===== src/rtl/itlb_micro_if.sv =====
// Fetch / joint-TLB facing bundle of the instruction micro-TLB.
// master = fetch + joint TLB side, slave = micro-TLB.
interface itlb_micro_if;
  logic        req_valid;
  logic [31:0] req_vaddr;
  logic        req_ready;
  logic        resp_valid;
  logic [31:0] resp_paddr;
  logic        resp_uncached;
  logic        resp_refill;
  logic        resp_invalid;
  logic [31:0] tlb_vaddr;
  logic        tlb_found;
  logic        tlb_v;
  logic [31:0] tlb_paddr;
  logic        tlb_uncached;
  logic        tlb_write;
  logic [7:0]  asid;

  modport master (
    output req_valid, req_vaddr,
    output tlb_found, tlb_v, tlb_paddr,
    output tlb_uncached, tlb_write, asid,
    input  req_ready, resp_valid,
    input  resp_paddr, resp_uncached,
    input  resp_refill, resp_invalid,
    input  tlb_vaddr
  );

  modport slave (
    input  req_valid, req_vaddr,
    input  tlb_found, tlb_v, tlb_paddr,
    input  tlb_uncached, tlb_write, asid,
    output req_ready, resp_valid,
    output resp_paddr, resp_uncached,
    output resp_refill, resp_invalid,
    output tlb_vaddr
  );
endinterface


===== src/rtl/itlb_micro.sv =====
// Instruction micro-TLB: small round-robin VPN->PFN cache in
// front of the joint TLB, with direct kseg0/kseg1 mapping.
module itlb_micro #(
  parameter int ENTRIES = 4
) (
  input logic        clk,
  input logic        resetn,
  itlb_micro_if.slave bus
);

  localparam int PW = (ENTRIES > 1) ? $clog2(ENTRIES) : 1;
  localparam logic [PW-1:0] RR_LAST = PW'(ENTRIES - 1);

  typedef enum logic {IDLE, LOOKUP} state_e;

  state_e state_q, state_d;

  logic [ENTRIES-1:0] valid_q;
  logic [19:0]        vpn_q [ENTRIES];
  logic [19:0]        pfn_q [ENTRIES];
  logic [ENTRIES-1:0] unc_q;
  logic [PW-1:0]      rr_q;
  logic [7:0]         last_asid_q;
  logic [31:0]        vaddr_q;

  logic        rv_q, rv_d;
  logic [31:0] pa_q, pa_d;
  logic        uc_q, uc_d;
  logic        rf_q, rf_d;
  logic        iv_q, iv_d;

  logic        flush;
  logic        accept;
  logic        direct;
  logic        hit;
  logic [19:0] hit_pfn;
  logic        hit_unc;
  logic        fill;
  logic        ready;

  assign flush  = bus.tlb_write | (bus.asid != last_asid_q);
  assign accept = bus.req_valid & ready;
  assign direct = (bus.req_vaddr[31:30] == 2'b10);

  // Associative match; at most one entry can match a VPN.
  always_comb begin
    hit     = 1'b0;
    hit_pfn = '0;
    hit_unc = 1'b0;
    for (int i = 0; i < ENTRIES; i++) begin
      if (valid_q[i] && vpn_q[i] == bus.req_vaddr[31:12]) begin
        hit     = 1'b1;
        hit_pfn = pfn_q[i];
        hit_unc = unc_q[i];
      end
    end
  end

  // FSM state register.
  always_ff @(posedge clk or negedge resetn) begin
    if (!resetn) state_q <= IDLE;
    else         state_q <= state_d;
  end

  // FSM next state: a miss, or a hit spoiled by flush, walks the jTLB.
  always_comb begin
    state_d = state_q;
    unique case (state_q)
      IDLE:
        if (accept && !direct && !(hit && !flush))
          state_d = LOOKUP;
      LOOKUP:
        state_d = IDLE;
      default:
        state_d = IDLE;
    endcase
  end

  // FSM outputs: handshake, next response and refill strobe.
  always_comb begin
    ready = 1'b0;
    fill  = 1'b0;
    rv_d  = 1'b0;
    pa_d  = '0;
    uc_d  = 1'b0;
    rf_d  = 1'b0;
    iv_d  = 1'b0;
    unique case (state_q)
      IDLE: begin
        ready = 1'b1;
        if (bus.req_valid) begin
          if (direct) begin
            rv_d = 1'b1;
            pa_d = {3'b000, bus.req_vaddr[28:0]};
            uc_d = bus.req_vaddr[29];
          end else if (hit && !flush) begin
            rv_d = 1'b1;
            pa_d = {hit_pfn, bus.req_vaddr[11:0]};
            uc_d = hit_unc;
          end
        end
      end
      LOOKUP: begin
        rv_d = 1'b1;
        fill = bus.tlb_found & bus.tlb_v & ~flush;
        unique case (1'b1)
          bus.tlb_found & bus.tlb_v: begin
            pa_d = bus.tlb_paddr;
            uc_d = bus.tlb_uncached;
          end
          ~bus.tlb_found: rf_d = 1'b1;
          bus.tlb_found & ~bus.tlb_v: iv_d = 1'b1;
          default: ;
        endcase
      end
      default: ;
    endcase
  end

  // Entry array: flush wins over refill, refill goes to rr slot.
  always_ff @(posedge clk or negedge resetn) begin
    if (!resetn) begin
      valid_q <= '0;
      unc_q   <= '0;
      rr_q    <= '0;
      for (int i = 0; i < ENTRIES; i++) begin
        vpn_q[i] <= '0;
        pfn_q[i] <= '0;
      end
    end else if (flush) begin
      valid_q <= '0;
    end else if (fill) begin
      valid_q[rr_q] <= 1'b1;
      vpn_q[rr_q]   <= vaddr_q[31:12];
      pfn_q[rr_q]   <= bus.tlb_paddr[31:12];
      unc_q[rr_q]   <= bus.tlb_uncached;
      rr_q <= (rr_q == RR_LAST) ? '0 : rr_q + 1'b1;
    end
  end

  // ASID tracking and miss address latch.
  always_ff @(posedge clk or negedge resetn) begin
    if (!resetn) begin
      last_asid_q <= '0;
      vaddr_q     <= '0;
    end else begin
      last_asid_q <= bus.asid;
      if (state_q == IDLE && state_d == LOOKUP)
        vaddr_q <= bus.req_vaddr;
    end
  end

  // Registered one-cycle response.
  always_ff @(posedge clk or negedge resetn) begin
    if (!resetn) begin
      rv_q <= 1'b0;
      pa_q <= '0;
      uc_q <= 1'b0;
      rf_q <= 1'b0;
      iv_q <= 1'b0;
    end else begin
      rv_q <= rv_d;
      pa_q <= pa_d;
      uc_q <= uc_d;
      rf_q <= rf_d;
      iv_q <= iv_d;
    end
  end

  assign bus.req_ready     = ready;
  assign bus.resp_valid    = rv_q;
  assign bus.resp_paddr    = pa_q;
  assign bus.resp_uncached = uc_q;
  assign bus.resp_refill   = rf_q;
  assign bus.resp_invalid  = iv_q;
  assign bus.tlb_vaddr     = vaddr_q;

endmodule


===== src/flat_wrapper.sv =====
// flat-port wrapper written by rule: the top's interface ports become plain ports
module itlb_micro_flat 
#(
  parameter int ENTRIES = 4
)
  (clk, resetn, bus_req_valid, bus_req_vaddr, bus_tlb_found, bus_tlb_v, bus_tlb_paddr, bus_tlb_uncached, bus_tlb_write, bus_asid, bus_req_ready, bus_resp_valid, bus_resp_paddr, bus_resp_uncached, bus_resp_refill, bus_resp_invalid, bus_tlb_vaddr);
  itlb_micro_if bus_i ();
  input logic clk;
  input logic resetn;
  input wire logic [$bits(bus_i.req_valid)-1:0] bus_req_valid;
  input wire logic [$bits(bus_i.req_vaddr)-1:0] bus_req_vaddr;
  input wire logic [$bits(bus_i.tlb_found)-1:0] bus_tlb_found;
  input wire logic [$bits(bus_i.tlb_v)-1:0] bus_tlb_v;
  input wire logic [$bits(bus_i.tlb_paddr)-1:0] bus_tlb_paddr;
  input wire logic [$bits(bus_i.tlb_uncached)-1:0] bus_tlb_uncached;
  input wire logic [$bits(bus_i.tlb_write)-1:0] bus_tlb_write;
  input wire logic [$bits(bus_i.asid)-1:0] bus_asid;
  output wire logic [$bits(bus_i.req_ready)-1:0] bus_req_ready;
  output wire logic [$bits(bus_i.resp_valid)-1:0] bus_resp_valid;
  output wire logic [$bits(bus_i.resp_paddr)-1:0] bus_resp_paddr;
  output wire logic [$bits(bus_i.resp_uncached)-1:0] bus_resp_uncached;
  output wire logic [$bits(bus_i.resp_refill)-1:0] bus_resp_refill;
  output wire logic [$bits(bus_i.resp_invalid)-1:0] bus_resp_invalid;
  output wire logic [$bits(bus_i.tlb_vaddr)-1:0] bus_tlb_vaddr;
  assign bus_i.req_valid = bus_req_valid;
  assign bus_i.req_vaddr = bus_req_vaddr;
  assign bus_i.tlb_found = bus_tlb_found;
  assign bus_i.tlb_v = bus_tlb_v;
  assign bus_i.tlb_paddr = bus_tlb_paddr;
  assign bus_i.tlb_uncached = bus_tlb_uncached;
  assign bus_i.tlb_write = bus_tlb_write;
  assign bus_i.asid = bus_asid;
  assign bus_req_ready = bus_i.req_ready;
  assign bus_resp_valid = bus_i.resp_valid;
  assign bus_resp_paddr = bus_i.resp_paddr;
  assign bus_resp_uncached = bus_i.resp_uncached;
  assign bus_resp_refill = bus_i.resp_refill;
  assign bus_resp_invalid = bus_i.resp_invalid;
  assign bus_tlb_vaddr = bus_i.tlb_vaddr;
  itlb_micro #(.ENTRIES(ENTRIES)) u_core (.clk(clk), .resetn(resetn), .bus(bus_i));
endmodule

===== config.mk =====
export PLATFORM = sky130hd
export DESIGN_NAME = itlb_micro_flat
export DESIGN_NICKNAME = d
export VERILOG_FILES = /design/src/rtl/itlb_micro_if.sv /design/src/rtl/itlb_micro.sv /design/src/flat_wrapper.sv
export SDC_FILE = /design/constraint.sdc
export NUM_CORES = 1
export LEC_CHECK = 0
export CORE_MARGIN = 2
export CORE_UTILIZATION = 59
export DETAILED_ROUTE_END_ITERATION = 6
export PLACE_DENSITY = 0.87
export SLEW_MARGIN = 10
export SYNTH_ARGS = -nofsm -noshare
export SYNTH_HDL_FRONTEND = slang
export SYNTH_SLANG_ARGS = --single-unit

===== constraint.sdc =====
create_clock -name clk -period 7.3 [get_ports clk]
set_clock_uncertainty 0.15 [all_clocks]
set_input_delay 0.73 -clock clk [delete_from_list [all_inputs] [get_ports clk]]
set_output_delay 0.73 -clock clk [all_outputs]
set_load 0.005 [all_outputs]

==> results of run 1 <==
stage by stage:
step	power (mW)	worst slack [ns]	std cells	utilization
after floorplan	1.56	4.42	810	-
after global placement	1.75	2.78	1136	0.688
after detailed placement	1.76	2.75	1136	0.688
after CTS	2.98	3.28	1176	0.730
after global routing	3.05	3.08	1177	0.731
final	2.96	3.24	1177	0.731
cells by family after synthesis:
group / after synthesis / share of synthesized area
xor+xnor: 88 / 0.0710
flops: 247 / 0.569
compound gates: 102 / 0.0727
buf+inv: 66 / 0.0311
simple gates: 109 / 0.0499
mux: 194 / 0.201
fa+ha+maj: 4 / 0.00461
worst min-delay path by stage:
stage | slack [ns] | end | startpoint
6_report | 0.04 | u_core.last_asid_q[1] | resetn
5_1_grt | 0.09 | u_core.last_asid_q[1] | resetn
2_1_floorplan | 0.28 | u_core.bus.resp_invalid | resetn
3_3_place_gp | 0.30 | u_core.valid_q[0] | u_core.valid_q[0]
3_5_place_dp | 0.31 | u_core.valid_q[3] | u_core.valid_q[3]
4_1_cts | 0.07 | u_core.last_asid_q[1] | resetn
worst max-delay path, cell delays in order:
cell             delay (ns)
clkdlybuf4s50_1        0.60
xor2_1                 0.26
nor4_1                 0.53
nand4_1                0.23
nor2_1                 0.19
buf_4                  0.33
o41a_4                 0.25
nand3_1                0.69
o21ai_0                0.47
placed cells by master (no fill, tap or decap), types with 2 or more instances in the layout:
cell type        count
clkdlybuf4s50_1    146
buf_4               13
mux2_1              30
xor2_1              47
nand4_1              9
nor2_1               6
nand3_1              6
o21ai_0             25
ha_1                 4
and2_1               2
dfrtp_1            247
mux2_2             164
nand2_1             38
clkbuf_16           25
clkbuf_1             3
nand2_2              4
xnor2_1             41
o31a_1              21
bufinv_16            2
nor3_1              23
a221oi_1            21
clkbuf_8             2
nor4_1              12
nor2b_1              2
clkinv_2             8
and3_1               2
inv_1                3
a22o_1              12
a22oi_1             18
layout make-up:
class	count	share of cell area
clock inverters	10	0.00760
multi-input cells	497	0.330
well taps	229	0.0218
inverters	3	0.000855
repair buffers	160	0.120
clock buffers	30	0.0505
flip-flops and latches	247	0.469
diodes	1	0.000190
Yosys cell counts:
| cell type | n |
|---|---|
| ha_1 | 4 |
| buf_4 | 13 |
| buf_1 | 16 |
| buf_2 | 9 |
| xnor2_1 | 41 |
| mux2_1 | 30 |
| nand2_1 | 42 |
| o41a_4 | 1 |
| and3_1 | 2 |
| nor2b_1 | 2 |
| nand4_1 | 9 |
| o21ai_0 | 25 |
| o31ai_1 | 1 |
| o211a_1 | 1 |
| and4_1 | 1 |
| nand2b_1 | 1 |
| buf_6 | 4 |
| a22oi_1 | 18 |
| nor4_2 | 1 |
| clkbuf_1 | 21 |
| dfrtp_1 | 247 |
| nand3_1 | 6 |
| nor3_1 | 23 |
| o31a_1 | 21 |
| and2_1 | 2 |
| a221oi_1 | 21 |
| o32a_1 | 1 |
| a22o_1 | 12 |
| a21o_1 | 1 |
| nor2_1 | 7 |
| nor4_1 | 12 |
| mux2_2 | 164 |
| inv_1 | 3 |
| nor3_4 | 1 |
| xor2_1 | 47 |
power groups by stage:
stage	clock network (mW)	logic (mW)	registers, mW
global route	1.29	0.289	1.47
floorplan	0	0.0860	1.47
CTS	1.24	0.272	1.46
detailed placement	0	0.269	1.49
global placement	0	0.266	1.49
finish	1.23	0.269	1.46
per-layer routing:
metal	GRT usage	up-vias
met3	0.0396	69
met4	0.0995	0
met1	0.392	3765
met2	0.433	276
li1	-	3148
met5	0	-
registers in the layout, summed over array words and instances, names as in the netlist:
signal                    count
u_core.unc_q                  4
u_core.vpn_q                 80
u_core.bus.resp_invalid       1
u_core.bus.tlb_vaddr         32
u_core.bus.resp_valid         1
u_core.bus.resp_paddr        32
u_core.bus.resp_refill        1
u_core.valid_q                4
u_core.state_q                1
u_core.pfn_q                 80
u_core.rr_q                   2
u_core.bus.resp_uncached      1
u_core.last_asid_q            8
==> metrics, run 1 <==
outcome complete, no violations; Pleak 6.15 nW; Logic pwr share 0.091; vias per cell 6.17; hold_ws 0.0406 ns; P_int 2.27 mW; vias in the first global route 7504; routed len/inst 22.5 um; Met2 Wirelength 12600 um; gr ovfl total 0; sw power 0.687 mW; total setup buffers inserted after CTS 0; Worst Tran Pin Value 1.17 ns; RSZ-0062 raised after global routing no; Synth area leaders dfrtp_1, mux2_2, xor2_1; CTS Buffer Depth 3; Netlist cell types 35; synth warn 0; setup slack, reg-to-reg 3.78 ns; Rel. slew slack 0.220; TritonRoute pass-1 iters 5; post-CTS sizing 0; core footprint 18000 sq um; detailed-route via count 7258; Final setup viols 0; share of layout cells above drive strength 1 0.235; largest net degree at the start of global routing 85; crit path capture u_core.bus.resp_paddr[19]; total number of H-tree levels 1; Die X-Extent 140 um; CTS Hold Bufs 0; Worst Path Arrival 4.31 ns; CTS clk-pin slew, worst paths 0.06 ns; wl on met1 11300 um; Synth Register Bits 247; clk_lat worst skew 0.52 ns; Synth-to-Final Area Change 21.3%; io pins 148; CTS tree yes; Worst Path Max Fanout 22; Tightest Hold Check Type in2async; Nets 1017; clock share of power 0.414; Die ar. 19500 sq um; starting density of the core 0.602; Max rail drop VDD 0.244 mV; 1st-iter DRT viols 617; Mapped Area 10900 sq um; R2R depth 8; R2R Path Start u_core.vpn_q[52]; CTS Root Buffer Type clkbuf_16; GPL Wtd Cong 0.963; cell area power density 225 nW/um^2; ANT nets after route 0; post-route cell area 13200 sq um; post-synth top area share 0.569; FMAX 0.247 GHz; Seq pwr share 0.495; CTS Buf Count 25; Setup CP Type in2reg; CTS sink count 247; MaxCap Viol Count 0; area of the multi-input gates 4350 sq um; FF/Latch Area 6180 sq um; CP required 7.56 ns; final period utilization 0.556; IO buf count 147; largest area contributor in the netlist dfrtp_1; CP startpoint kind input pin; initial antenna violation count 1; detailed placement HPWL 17000 um; CP Launch Point bus_req_vaddr[24]; Total Neg Setup Slack 0 ns; gr usage total 0.274; first-pass GRT wire length 41900 um; # fillers 1159; Site Rows 49; Crit Reg-Reg Endpoint u_core.bus.resp_paddr[19]; syn_nets 893; Worst Setup End Kind register; Syn Area/Cell 13.4 sq um; total routed wirelength 26500 um; Slew Limit Fails 0; Final Hold Fails 0; Area after DPL 12400 sq um; DRC 0; sw frac 0.232; Tmin final 4.06 ns; DIE HEIGHT 140 um; sequential cell area fraction in the yosys report 0.569; synthesized instance count 810; top routing layer used met4; routed length on met3 1750 um
Note: power is estimated with default switching activity, not from simulation.
==> run 2, diff against run 1 <==
--- a/config.mk
+++ b/config.mk
@@ -6,9 +6,9 @@
 export NUM_CORES = 1
 export LEC_CHECK = 0
 export CORE_MARGIN = 2
-export CORE_UTILIZATION = 59
+export CORE_UTILIZATION = 55
 export DETAILED_ROUTE_END_ITERATION = 6
-export PLACE_DENSITY = 0.87
+export PLACE_DENSITY = 0.82
 export SLEW_MARGIN = 10
 export SYNTH_ARGS = -nofsm -noshare
 export SYNTH_HDL_FRONTEND = slang
==> constraint.sdc (replaced) <==
create_clock -name clk -period 3.9 [get_ports clk]
set_clock_uncertainty 0.15 [all_clocks]
set_input_delay 0.39 -clock clk [delete_from_list [all_inputs] [get_ports clk]]
set_output_delay 0.39 -clock clk [all_outputs]
set_load 0.005 [all_outputs]
==> run 2 against run 1 <==
Combinational power is 91% higher. Global-route usage decreased by 0.28 points. Non-clock buffer count up 10. Sequential power grew 88%. Count of clock-buffer cells in the layout is 5 higher. Die area grew 7.1%. Sequential share of layout area is 1.1 points lower. Largest cell class unchanged. Highest routed layer unchanged.
==> metrics, run 2 (synthesized netlist as in run 1, its figures left out) <==
CTS clk-pin slew, worst paths 0.06 ns; CTS tree yes; final period utilization 0.770; CTS Root Buffer Type clkbuf_16; TritonRoute pass-1 iters 4; min-delay src bus_asid[3]; gr usage total 0.271; fin util 0.696; first-pass GRT wire length 42900 um; Tightest Hold Check Type in2reg; DIE HEIGHT 144 um; io pins 148; total routed wirelength 27900 um; Worst Path Max Fanout 21; routed len/inst 22.6 um; Worst Tran Pin Value 0.821 ns; Pleak 6.30 nW; clock share of power 0.448; starting density of the core 0.560; Nets 1029; initial antenna violation count 0; detailed-route via count 7287; FMAX 0.333 GHz; Total Neg Setup Slack 0 ns; CTS sink count 247; setup slack, reg-to-reg 0.98 ns; Diodes inserted 0; clk_lat worst skew 0.54 ns; largest net degree at the start of global routing 106; top flop regs u_core.pfn_q (80), u_core.vpn_q (80); CTS Buffer Depth 3; post-route insts no fill 1231; gr ovfl total 0; Final Hold Fails 0; core footprint 19400 sq um; cell total after placement 1181; most frequent cells in the layout dfrtp_1, mux2_2, clkdlybuf4s50_1; Synth-to-Final Area Change 24.3%; P_int 4.53 mW; total number of H-tree levels 1; MaxCap Viol Count 0; Die X-Extent 144 um; Seq pwr share 0.465; Final Worst Setup Slack 0.895 ns; CTS Buf Count 27; GPL Wtd Cong 0.906; IO buf count 147; Setup CP Type in2reg; CTS Hold Bufs 1; sw frac 0.230; CP required 4.17 ns; Place WS 0.432 ns; R2R Path Start u_core.last_asid_q[1]; cell area power density 436 nW/um^2; Rel. slew slack 0.453; Tmin final 3.00 ns; sw power 1.36 mW; total setup buffers inserted after CTS 0; Final setup viols 0; post-CTS sizing 0; ANT nets after route 0; 1st-iter DRT viols 548; detailed placement HPWL 18200 um; CP startpoint kind input pin; Worst Path Arrival 3.28 ns; Logic pwr share 0.087; Worst Setup End Kind register; most common cell after layout, fill and taps aside dfrtp_1; vias per cell 5.92; DRC 0; Slew Limit Fails 0; outcome complete, no violations; RSZ-0062 raised after global routing no; Max rail drop VDD 0.326 mV; share of layout cells above drive strength 1 0.251; Die ar. 20900 sq um; Site Rows 51; CP Launch Point bus_req_vaddr[29]; vias in the first global route 7713
## run 2: cell types whose count changed in the layout (fill, tap and decap cells not counted), sizes merged
cell / previous run / this run
bufinv: 2 / 3
buf: 14 / 23
clkbuf: 30 / 35
inv: 3 / 5
dlygate4sd3: 0 / 1
clkinvlp: 0 / 1
diode: 1 / 0
## run 2: worst paths after layout
check | cells after the start | end
max | 9 | u_core.bus.resp_paddr[27]
max in group asynchronous | 3 | u_core.bus.resp_paddr[29]
max reg2reg | 7 | u_core.pfn_q[55]
min | 1 | u_core.last_asid_q[3]
min reg2reg | 1 | u_core.bus.tlb_vaddr[11]
min in group asynchronous | 2 | u_core.pfn_q[17]
## run 2: area by class of cell
class                      instances  area [sq um]
clock buffer                      35           776
clock inverter                    14           158
fill                            1386          5910
inverter                           3          11.3
multi-input combinational        497          4350
sequential                       247          6180
tap                              265           332
timing repair buffer             170          1690
## run 2: stage by stage
stage / total power [mW] / area [sq um] / hold slack, ns
after floorplan: 2.92 / 10900 / -0.0556
after CTS: 5.92 / 13500 / 0.181
after detailed placement: 3.29 / 12500 / 0.316
after global routing: 6.08 / 13500 / 0.188
after global placement: 3.28 / 12500 / 0.310
final: 5.88 / 13500 / 0.189
## run 2: critical path, cell delays in order
cell and delay (ns):
clkdlybuf4s50_1 0.78, xnor2_1 0.18, nand4_1 0.15, nor4_1 0.58, o211a_1 0.26, buf_4 0.31
a221oi_1 0.14, o31a_1 0.25, o21ai_0 0.23
## run 2: metal layers
| metal | vias to the layer above | share of wire | GRT usage |
|---|---|---|---|
| met1 | 3769 | 0.42 | 0.365 |
| met4 | 0 | 0.031 | 0.106 |
| met5 | - | 0 | 0 |
| met2 | 268 | 0.48 | 0.431 |
| met3 | 69 | 0.069 | 0.0609 |
| li1 | 3181 | - | - |
## run 2: power groups by stage
stage	registers [mW]	clock network [mW]	logic (mW)
floorplan	2.76	0	0.161
global placement	2.78	0	0.505
detailed placement	2.78	0	0.513
CTS	2.74	2.67	0.519
global route	2.75	2.78	0.551
finish	2.74	2.63	0.514
